--- config.mk ---
export PLATFORM = sky130hd
export DESIGN_NAME = trig_series_engine_flat
export DESIGN_NICKNAME = d
export VERILOG_FILES = /design/src/rtl/trig_pkg.sv /design/src/rtl/trig_series_engine_if.sv /design/src/rtl/trig_coef_rom.sv /design/src/rtl/trig_series_engine.sv /design/src/flat_wrapper.sv
export SDC_FILE = /design/constraint.sdc
export NUM_CORES = 1
export LEC_CHECK = 0
export CORE_MARGIN = 1.5
export CORE_UTILIZATION = 55
export CTS_BUF_LIST = sky130_fd_sc_hd__clkbuf_8
export DETAILED_ROUTE_END_ITERATION = 10
export HOLD_SLACK_MARGIN = 0.02
export PLACE_DENSITY = 0.72
export SLEW_MARGIN = 25
export SYNTH_ARGS = -nofsm -noshare
export SYNTH_HDL_FRONTEND = slang
export SYNTH_SLANG_ARGS = --single-unit
--- constraint.sdc ---
create_clock -name clk -period 10.9 [get_ports clk]
set_clock_uncertainty 0.2 [all_clocks]
set_input_delay 1.09 -clock clk [delete_from_list [all_inputs] [get_ports clk]]
set_output_delay 1.09 -clock clk [all_outputs]
set_load 0.01 [all_outputs]
--- src/rtl/trig_pkg.sv ---
// trig_pkg: state encoding, real-valued Taylor coefficient tables and
// the fixed-point scaling helper shared by the trig series engine.
package trig_pkg;

    typedef enum logic [2:0] {
        S_IDLE,
        S_SQUARE,
        S_HORNER,
        S_FINAL,
        S_DONE
    } trig_state_e;

    localparam int MAX_TERMS = 8;

    // (-1)^k / (2k)!
    localparam real COS_COEF [0:7] = '{
        1.0,
        -1.0 / 2.0,
        1.0 / 24.0,
        -1.0 / 720.0,
        1.0 / 40320.0,
        -1.0 / 3628800.0,
        1.0 / 479001600.0,
        -1.0 / 87178291200.0
    };

    // (-1)^k / (2k+1)!
    localparam real SIN_COEF [0:7] = '{
        1.0,
        -1.0 / 6.0,
        1.0 / 120.0,
        -1.0 / 5040.0,
        1.0 / 362880.0,
        -1.0 / 39916800.0,
        1.0 / 6227020800.0,
        -1.0 / 1307674368000.0
    };

    // int'() of a real rounds half away from zero
    function automatic int scale_coef(input real c, input int frac);
        return int'(c * (2.0 ** frac));
    endfunction

endpackage

--- src/rtl/trig_series_engine_if.sv ---
// trig_series_engine_if: start/ready request bus of the trig engine.
// master drives start/mode/x; slave returns ans/ans_ready/busy/range_err.
interface trig_series_engine_if #(
    parameter int X_W = 16
) ();

    logic                  start;
    logic                  mode;
    logic signed [X_W-1:0] x;
    logic signed [X_W-1:0] ans;
    logic                  ans_ready;
    logic                  busy;
    logic                  range_err;

    modport master (
        output start, mode, x,
        input  ans, ans_ready, busy, range_err
    );

    modport slave (
        input  start, mode, x,
        output ans, ans_ready, busy, range_err
    );

endinterface

--- src/rtl/trig_coef_rom.sv ---
// trig_coef_rom: combinational Taylor coefficient lookup.
// Ports: mode_i (0 cos, 1 sin), k_i term index, c_o scaled coefficient.
module trig_coef_rom
    import trig_pkg::*;
#(
    parameter int X_W     = 16,
    parameter int FRAC    = 14,
    parameter int N_TERMS = 5
) (
    input  logic                  mode_i,
    input  logic [2:0]            k_i,
    output logic signed [X_W-1:0] c_o
);

    logic signed [X_W-1:0] cos_tab [MAX_TERMS];
    logic signed [X_W-1:0] sin_tab [MAX_TERMS];

    for (genvar i = 0; i < MAX_TERMS; i++) begin : g_tab
        localparam int CosI = scale_coef(COS_COEF[i], FRAC);
        localparam int SinI = scale_coef(SIN_COEF[i], FRAC);
        assign cos_tab[i] = (i < N_TERMS) ? X_W'(CosI) : '0;
        assign sin_tab[i] = (i < N_TERMS) ? X_W'(SinI) : '0;
    end

    always_comb begin
        c_o = mode_i ? sin_tab[k_i] : cos_tab[k_i];
    end

endmodule

--- src/rtl/trig_series_engine.sv ---
// trig_series_engine: cos/sin by Horner evaluation of a Taylor series in x^2
// on one shared signed multiplier. Ports: clk, rst (async, active low),
// bus (slave): start/mode/x in; ans/ans_ready/busy/range_err out.
module trig_series_engine
    import trig_pkg::*;
#(
    parameter int X_W     = 16,
    parameter int FRAC    = 14,
    parameter int N_TERMS = 5,
    parameter int PI_HALF = 25736
) (
    input logic                 clk,
    input logic                 rst,
    trig_series_engine_if.slave bus
);

    // acc carries one guard bit; x^2 of the most negative x needs
    // 2*X_W-FRAC bits to stay unwrapped.
    localparam int AW   = X_W + 1;
    localparam int X2_W = 2 * X_W - FRAC;
    localparam int PW   = AW + X2_W;

    trig_state_e state_q, state_d;

    logic signed [X_W-1:0]  x_q, x_d;
    logic signed [X_W-1:0]  ans_q, ans_d;
    logic signed [X2_W-1:0] x2_q, x2_d;
    logic signed [AW-1:0]   acc_q, acc_d;
    logic [2:0]             k_q, k_d;
    logic                   mode_q, mode_d;
    logic                   rerr_q, rerr_d;

    logic signed [AW-1:0]   mul_a;
    logic signed [X2_W-1:0] mul_b;
    logic signed [PW-1:0]   prod;
    logic signed [PW-1:0]   prod_sh;
    logic signed [X_W-1:0]  coef;
    logic signed [AW-1:0]   x_ext;
    logic signed [AW-1:0]   x_abs;

    function automatic logic signed [X_W-1:0] sat(
        input logic signed [AW-1:0] v
    );
        if (v[AW-1] != v[AW-2]) begin
            return v[AW-1] ? {1'b1, {(X_W-1){1'b0}}}
                           : {1'b0, {(X_W-1){1'b1}}};
        end
        return v[X_W-1:0];
    endfunction

    trig_coef_rom #(
        .X_W    (X_W),
        .FRAC   (FRAC),
        .N_TERMS(N_TERMS)
    ) u_rom (
        .mode_i(mode_q),
        .k_i   (k_q),
        .c_o   (coef)
    );

    assign prod    = PW'(mul_a) * PW'(mul_b);
    assign prod_sh = prod >>> FRAC;

    assign x_ext = AW'(bus.x);
    assign x_abs = x_ext[AW-1] ? -x_ext : x_ext;

    always_comb begin
        state_d = state_q;
        x_d     = x_q;
        x2_d    = x2_q;
        acc_d   = acc_q;
        k_d     = k_q;
        mode_d  = mode_q;
        rerr_d  = rerr_q;
        ans_d   = ans_q;
        mul_a   = acc_q;
        mul_b   = x2_q;

        unique case (state_q)
            S_IDLE: begin
                if (bus.start) begin
                    x_d     = bus.x;
                    mode_d  = bus.mode;
                    rerr_d  = x_abs > AW'(PI_HALF);
                    k_d     = 3'(N_TERMS - 1);
                    state_d = S_SQUARE;
                end
            end
            S_SQUARE: begin
                mul_a   = AW'(x_q);
                mul_b   = X2_W'(x_q);
                x2_d    = X2_W'(prod_sh);
                acc_d   = AW'(coef);
                k_d     = 3'(N_TERMS - 2);
                state_d = S_HORNER;
            end
            S_HORNER: begin
                acc_d = AW'(prod_sh) + AW'(coef);
                if (k_q == 3'd0) begin
                    if (mode_q) begin
                        state_d = S_FINAL;
                    end else begin
                        ans_d   = sat(acc_d);
                        state_d = S_DONE;
                    end
                end else begin
                    k_d = k_q - 3'd1;
                end
            end
            S_FINAL: begin
                mul_b   = X2_W'(x_q);
                acc_d   = AW'(prod_sh);
                ans_d   = sat(acc_d);
                state_d = S_DONE;
            end
            S_DONE: begin
                state_d = S_IDLE;
            end
            default: begin
                state_d = S_IDLE;
            end
        endcase
    end

    always_ff @(posedge clk or negedge rst) begin
        if (!rst) begin
            state_q <= S_IDLE;
            x_q     <= '0;
            x2_q    <= '0;
            acc_q   <= '0;
            k_q     <= '0;
            mode_q  <= 1'b0;
            rerr_q  <= 1'b0;
            ans_q   <= '0;
        end else begin
            state_q <= state_d;
            x_q     <= x_d;
            x2_q    <= x2_d;
            acc_q   <= acc_d;
            k_q     <= k_d;
            mode_q  <= mode_d;
            rerr_q  <= rerr_d;
            ans_q   <= ans_d;
        end
    end

    // ans is loaded on the edge into DONE, so it is new while ans_ready is high
    assign bus.ans       = ans_q;
    assign bus.ans_ready = (state_q == S_DONE);
    assign bus.busy      = (state_q != S_IDLE);
    assign bus.range_err = rerr_q;

endmodule

--- src/flat_wrapper.sv ---
// flat-port wrapper written by rule: the top's interface ports become plain ports
module trig_series_engine_flat import trig_pkg::*;
#(
    parameter int X_W     = 16,
    parameter int FRAC    = 14,
    parameter int N_TERMS = 5,
    parameter int PI_HALF = 25736
)
  (clk, rst, bus_start, bus_mode, bus_x, bus_ans, bus_ans_ready, bus_busy, bus_range_err);
  trig_series_engine_if #(.X_W(X_W)) bus_i ();
  input logic clk;
  input logic rst;
  input wire logic [$bits(bus_i.start)-1:0] bus_start;
  input wire logic [$bits(bus_i.mode)-1:0] bus_mode;
  input wire logic [$bits(bus_i.x)-1:0] bus_x;
  output wire logic [$bits(bus_i.ans)-1:0] bus_ans;
  output wire logic [$bits(bus_i.ans_ready)-1:0] bus_ans_ready;
  output wire logic [$bits(bus_i.busy)-1:0] bus_busy;
  output wire logic [$bits(bus_i.range_err)-1:0] bus_range_err;
  assign bus_i.start = bus_start;
  assign bus_i.mode = bus_mode;
  assign bus_i.x = bus_x;
  assign bus_ans = bus_i.ans;
  assign bus_ans_ready = bus_i.ans_ready;
  assign bus_busy = bus_i.busy;
  assign bus_range_err = bus_i.range_err;
  trig_series_engine #(.X_W(X_W), .FRAC(FRAC), .N_TERMS(N_TERMS), .PI_HALF(PI_HALF)) u_core (.clk(clk), .rst(rst), .bus(bus_i));
endmodule
# After elaboration in Yosys (flattened, before gate mapping)
# Memories as Yosys holds them, arrays and structs flattened.
# Cells that the tools add are included.
[totals] ff_bits=75 mem_bits_ro=256 in_bits=20 output_inout_bits=19 word_cells=69 mem_count=2
[op_classes] addsub=3 multipliers=1 order_cmp=2 n_eq_ne=10 mux=31 bitwise=1 n_reduce_logical=11
[memory_table] name="(name not given)" depth=8 word_bits=16 read_ports=1 rd_clocked_by_memory_dff=0 write_ports=0 line="trig_coef_rom.sv:26" text="c_o = mode_i ? sin_tab[k_i] : cos_tab[k_i];"
[memory_table] name="(name not given)" depth=8 word_bits=16 read_ports=1 rd_clocked_by_memory_dff=0 write_ports=0 line="trig_coef_rom.sv:26"
[ops] op="two-way mux 16 bit" count=13
[ops] op="one-hot mux 17 bit (3 select lines)" count=1
[ops] op="two-way mux 17 bit" count=2
[ops] op="multiplier 17 x 18 -> 32 bit" count=1
[ops] op="one-hot mux 16 bit (2 select lines)" count=1
[ops] op="two-way mux 18 bit" count=1
[ops] op="adder 17 x 16 -> 17 bit" count=1
[ops] op="> comparator 17 x 16 -> 1 bit (second input constant)" count=1
[ops] op="negator 16 -> 17 bit" count=1
[ops] op="two-way mux 3 bit" count=5
[ops] op="one-hot mux 3 bit (4 select lines)" count=1
[ops] op="one-hot mux 3 bit (3 select lines)" count=1
[ops] op="nonzero test 3 bit" count=3
[ops] op="== test 3 x 2 -> 1 bit (second input constant)" count=2
[ops] op="logical NOT 3 bit" count=2
[ops] op="two-way mux 1 bit" count=6
[ops] op="!= test 2 bit (second input constant)" count=3
[ops] op="AND reduction 3 bit" count=2
[ops] op="greater-or-equal comparator 4 bit (second input constant)" count=1
[ops] op="NOT 3 -> 4 bit" count=1
[ops] op="AND reduction 2 bit" count=2
[ops] op="== test 3 x 1 -> 1 bit (second input constant)" count=1
[ops] op="== test 3 bit (second input constant)" count=1
[ops] op="subtractor 3 x 1 -> 3 bit (second input constant)" count=1
[ops] op="other kinds (4)" count=5

# Longest topological paths before layout
[depth] depth_word=15 ltp_mapped=47 depth_no_buf=42

# Hierarchy
# Synthesis repeated with hierarchy kept, for this count alone.
[unflattened] hier_cells=1894 hier_area_um2=16166.8
[by_module_without_submodules] module="trig_series_engine" n_inst=1 cells_each=1875 area_per_inst_um2=16037.9 seq_area_each_um2=1876.8
[by_module_without_submodules] module="trig_coef_rom" n_inst=1 cells_each=19 area_per_inst_um2=128.9 seq_area_each_um2=0.0

# Worst setup path after synthesis
# Ideal clock, no wire load.
[synth_path] path_kind="reg2reg" start="register u_core.state_q[1]" end="register u_core.ans_q[10], in the netlist u_core.bus.ans[10]" setup_ps=123 arrival_time_ps=9566 required_ps=10577 setup_slack_ps=1011 path_stages_with_launch=39 n_path_buf=6 period_less_slack_ps=9889 path_cell_list="dfrtp_1 -> buf_4 -> or3b_1 -> buf_2 -> clkbuf_1 -> clkbuf_1 -> mux2i_1 -> clkbuf_1 -> nor2_1 -> fa_1 -> inv_1 -> fa_1 -> fa_1 -> inv_1 -> fa_1 -> fa_1 -> inv_1 -> fa_1 -> [... 3 more ...] -> and4_1 -> a2111oi_0 -> nand2_1 -> a31oi_2 -> xor2_1 -> inv_1 -> ha_1 -> a21o_1 -> nor2_1 -> o211ai_1 -> a21oi_1 -> a211oi_2 -> xnor2_2 -> inv_2 -> ha_1 -> clkbuf_1 -> nor2_1 -> o221a_1"
[synth_via] elab_chain_cells=14 elab_cells_between_ends=29 cone_classes="add/sub: 1; mul: 1; eq/ne: 7; mux: 17; reduce/logical: 3"
[synth_rtl] element="from (decl)" line="trig_series_engine.sv:23" text="trig_state_e state_q, state_d;"
[synth_rtl] element="from (signal assigned)" line="trig_series_engine.sv:136" text="state_q <= state_d;"
[synth_rtl] element="== test 3 x 1 -> 1 bit / == test 3 x 2 -> 1 bit (equally long branches)"
[synth_rtl] element="OR reduction 2 bit (no line)"
[synth_rtl] element="two-way mux 18 bit" line="trig_series_engine.sv:79" text="unique case (state_q)"
[synth_rtl] element="multiplier 17 x 18 -> 32 bit" line="trig_series_engine.sv:61" text="assign prod = PW'(mul_a) * PW'(mul_b);"
[synth_rtl] element="adder 17 x 16 -> 17 bit" line="trig_series_engine.sv:98" text="acc_d = AW'(prod_sh) + AW'(coef);"
[synth_rtl] element="!= test 1 bit" line="trig_series_engine.sv:44" text="if (v[AW-1] != v[AW-2]) begin"
[synth_rtl] element="two-way mux 1 bit" line="trig_series_engine.sv:44"
[synth_rtl] element="two-way mux 1 bit" line="trig_series_engine.sv:100" text="if (mode_q) begin"
[synth_rtl] element="two-way mux 1 bit" line="trig_series_engine.sv:99" text="if (k_q == 3'd0) begin"
[synth_rtl] element="two-way mux 1 bit" line="trig_series_engine.sv:79"
[synth_rtl] element="two-way mux 16 bit" line="trig_series_engine.sv:48" text="return v[X_W-1:0];"
[synth_rtl] element="two-way mux 16 bit" line="trig_series_engine.sv:100"
[synth_rtl] element="two-way mux 16 bit" line="trig_series_engine.sv:99"
[synth_rtl] element="one-hot mux 16 bit (2 select lines)" line="trig_series_engine.sv:79"
[synth_rtl] element="to (signal assigned)" line="trig_series_engine.sv:143" text="ans_q <= ans_d;"
[synth_rtl] element="to (decl)" line="trig_series_engine.sv:26" text="logic signed [X_W-1:0] ans_q, ans_d;"
# Several ways; a longest one is shown, not always the timed one. The select of a mux whose other input is x is not followed.
# A chain may end at the register's enable or synchronous reset.

# Worst setup path after layout
[layout_path] start="register u_core.state_q[0]" end="register u_core.ans_q[3], in the netlist u_core.bus.ans[3]"
# The elaborated chain is that of the path after synthesis.

==> summary.md <==
| Metric | Value |
|---|---|
| Result of the run | `complete, no violations` |
| Layout Utilization | `0.614` |
| Number of synthesized register bits | `75` |
| Mean post-synth cell area | `8.49 um2` |
| Proportion of netlist area held by the largest area contributor | `0.363` |
| Clock buffer count from CTS | `9` |
| Cell with the biggest individual delay on the critical path | `sky130_fd_sc_hd__a21oi_1` |
| Hold Worst Slack | `320 ps` |
| Post-Route Setup TNS | `0 ps` |
| WP buf/inv | `11` |
| Detail-routed net length per standard cell | `19.7 um` |
| Ratio of cells with drive above 1 in the final layout | `0.0695` |
| First-pass GRT wire length | `73700 um` |
| I/O pin count | `39` |
| Multiplexer area fraction after synthesis | `0.0360` |
| Filler cell count in the final layout | `2586` |
| Number of distinct library cell variants in the gate-level netlist after synthesis | `71` |
| Cell depth of the worst flop-to-flop path | `37` |
| GRT Util Overall | `0.319` |
| Crit path max fanout | `49` |
| Library cell appearing most often on the critical path | `sky130_fd_sc_hd__fa_1` |
| Worst Slack Setup Final | `597 ps` |
| Chip Height | `173 um` |
| EDFF count, synth | `0` |
| Die Span X | `173 um` |
| Final wirelength | `45300 um` |
| Final min period | `10300 ps` |
| Cells after synthesis | `1868` |
| Residual DRC | `0` |
| Beginning of the worst register-to-register path | `u_core.state_q[0]` |
| Tightest Pin Transition | `911 ps` |
| Adder and majority cell fraction of the synthesized area | `0.445` |
| Sequential share of the synthesized area | `0.118` |
| Total number of H-tree levels | `3` |
| Hold-critical path endpoint | `u_core.bus.ans[12]` |
| Relative max-transition margin | `0.393` |
| Max-cap viol count | `0` |
| CTS tree | `done` |
| Clock Tree Buf Depth | `2` |
| Data arrival time of the critical path | `10360 ps` |
| Number of optimization iterations in the first detailed-route pass | `6` |
| GPL Wtd Cong | `0.983` |
| Min-delay worst type | `reg2reg` |
| Clk slew on worst S/H paths | `80 ps` |
| Clk sink count | `75` |
| Detailed placement HPWL | `37800 um` |
| Most instantiated flip-flop cell in the synthesis netlist | `sky130_fd_sc_hd__dfrtp_1` |
| Count of antenna diodes in the layout | `0` |
| Worst Setup End Kind | `flip-flop` |
| P&R area growth vs syn | `8.71%` |
| Number of vias per cell after detailed routing | `5.67` |
| Residual overflow from global routing | `0` |
| Post-layout nets | `2334` |
| Die area | `0.0299 mm2` |
| Final count of hold timing violations | `0` |
| Category of the critical setup timing path | `reg2reg` |
| Crit path launch type | `flip-flop` |
| Synth async-reset ratio | `1.00` |
| Kind of cell adding the most delay to the critical path | `adder cells` |
| Clock root buffer | `sky130_fd_sc_hd__clkbuf_8` |
| Largest net degree at the start of global routing | `76` |
| Count of warnings emitted by yosys | `0` |
| Final ANT Viol Nets | `0` |
| Clock insertion delay at the later pin of the skew report | `380 ps` |
| Capturing point of the worst reg2reg path | `u_core.bus.ans[3]` |
| Worst Setup Slack post-DPL | `565 ps` |
| Reg-to-reg setup timing slack | `600 ps` |
| RSZ-0062 raised after global routing | `false` |
| Input/output buffers | `38` |
| Area of the core region | `0.0281 mm2` |
| Overall via count from detail_route | `13058` |
| Post-synthesis share of cell area spent on xor and xnor gates | `0.0368` |
| Crit-path max cell delay | `660 ps` |
| Number of global-route vias before repair | `13512` |
| Starting DRT DRC Count | `1240` |
| Maximum operating frequency | `97.1 MHz` |
| Library cell with the largest summed area after synthesis | `sky130_fd_sc_hd__fa_1` |
| Endpoints failing setup | `0` |
| Hold buffer count at cts | `0` |
| Fin crit share | `0.945` |
| Combinational family with the most area after synthesis | `adder cells` |
| Total standard cell area after synthesis | `0.0159 mm2` |
| Beginning of the worst hold path | `u_core.bus.ans[12]` |
| Min-Delay Path Depth | `1` |
| Most area-consuming cells after synthesis | `sky130_fd_sc_hd__fa_1 36%, sky130_fd_sc_hd__dfrtp_1 12%, sky130_fd_sc_hd__inv_1 8.8%` |
| Effective utilization at floorplan | `0.565` |
| Fraction of the mapped netlist area in compound gates | `0.102` |
| Data required time of the critical path | `10960 ps` |
| Synthesized net count | `2280` |
| Site Rows | `61` |
| Antenna violations before repair | `0` |
| Post-synthesis simple-gate area fraction | `0.155` |
| Count of pins over their slew limit | `0` |
## Yosys cell counts (23+ instances only)
master                       n
sky130_fd_sc_hd__nand2_1   241
sky130_fd_sc_hd__dfrtp_1    75
sky130_fd_sc_hd__clkbuf_1   63
sky130_fd_sc_hd__mux2i_1    32
sky130_fd_sc_hd__xor2_1     23
sky130_fd_sc_hd__fa_1      288
sky130_fd_sc_hd__nor2_1    263
sky130_fd_sc_hd__ha_1      104
sky130_fd_sc_hd__a21oi_1    51
sky130_fd_sc_hd__o21ai_0    65
sky130_fd_sc_hd__inv_1     373
sky130_fd_sc_hd__xnor2_1    34
## flip-flops by register name, indices dropped and copies added (netlist names)
name / count
u_core.x2_q: 18
u_core.acc_q: 17
u_core.bus.ans: 16
u_core.x_q: 16
u_core.k_q: 3
u_core.state_q: 3
u_core.bus.range_err: 1
u_core.mode_q: 1
## routing by layer
metal  wire [um]  global-route usage
met5           0                   0
met4        1820               0.108
met3        3410              0.0528
met2       21000               0.515
met1       19100               0.439
## cell families (layout without fill, tap and decap cells)
logic type,count (synthesis),after routing
compound gates,242,242
buf+inv,446,505
simple gates,598,598
fa+ha+maj,392,392
mux,54,54
xor+xnor,61,61
flops,75,75
## stage by stage
stage	instances	area (um2)
2_1_floorplan	1868	15900
3_3_place_gp	2289	17000
3_5_place_dp	2289	17000
4_1_cts	2305	17200
5_1_grt	2305	17200
6_report	2305	17200
## worst reg2reg max path: cells and delay by family (launching register included)
family / cells / cell delay [ps]
compound gates: 9 / 2600
xor+xnor: 2 / 480
fa+ha+maj: 9 / 3970
buf+inv: 11 / 1670
flops: 1 / 360
simple gates: 6 / 920
## worst max path at each step
stage	start	end	slack (ps)	depth (start not counted)
after global routing	u_core.state_q[0]	u_core.bus.ans[3]	30	39
after CTS	u_core.state_q[0]	u_core.bus.ans[3]	500	37
final	u_core.state_q[0]	u_core.bus.ans[3]	600	37
after detailed placement	u_core.state_q[0]	u_core.bus.ans[3]	570	35
after floorplan	u_core.state_q[1]	u_core.bus.ans[10]	1010	38
after global placement	u_core.state_q[1]	u_core.bus.ans[3]	320	34
## what timing repair did
item,4_1_cts,5_1_grt
endpoints found under the hold margin,0,0
setup buffers,0,0
setup endpoints to repair,0,13
resized for setup,0,6
## layout make-up
cell class              count  area [um2]  share of cell area
multi-input cells        1347       12300               0.715
flip-flops and latches     75        1880               0.109
inverters                 375        1410              0.0816
repair buffers            114         968              0.0562
well taps                 378         473              0.0274
clock buffers              10         138             0.00798
clock inverters             6        50.0             0.00290
## placed cells by master, fill, tap and decap left out, types with 10 or more instances in the layout
master                            synthesis  final
sky130_fd_sc_hd__a21o_1                  20     19
sky130_fd_sc_hd__a21oi_1                 51     51
sky130_fd_sc_hd__buf_4                    2     74
sky130_fd_sc_hd__clkbuf_8                 0     10
sky130_fd_sc_hd__clkdlybuf4s50_1          0     37
sky130_fd_sc_hd__dfrtp_1                 75     75
sky130_fd_sc_hd__fa_1                   288    288
sky130_fd_sc_hd__ha_1                   104    104
sky130_fd_sc_hd__inv_1                  373    373
sky130_fd_sc_hd__mux2_2                  20     20
sky130_fd_sc_hd__mux2i_1                 32     31
sky130_fd_sc_hd__nand2_1                241    241
sky130_fd_sc_hd__nand2b_1                17     17
sky130_fd_sc_hd__nor2_1                 263    263
sky130_fd_sc_hd__nor2b_1                 14     13
sky130_fd_sc_hd__nor3_1                  16     16
sky130_fd_sc_hd__o21ai_0                 65     65
sky130_fd_sc_hd__o221a_1                 11     11
sky130_fd_sc_hd__o22a_1                  10     10
sky130_fd_sc_hd__o22ai_1                 10     10
sky130_fd_sc_hd__xnor2_1                 34     34
sky130_fd_sc_hd__xor2_1                  23     23
Power is not shown: default switching activity piles up to over one toggle a cycle in this logic, so the estimate is an artifact.
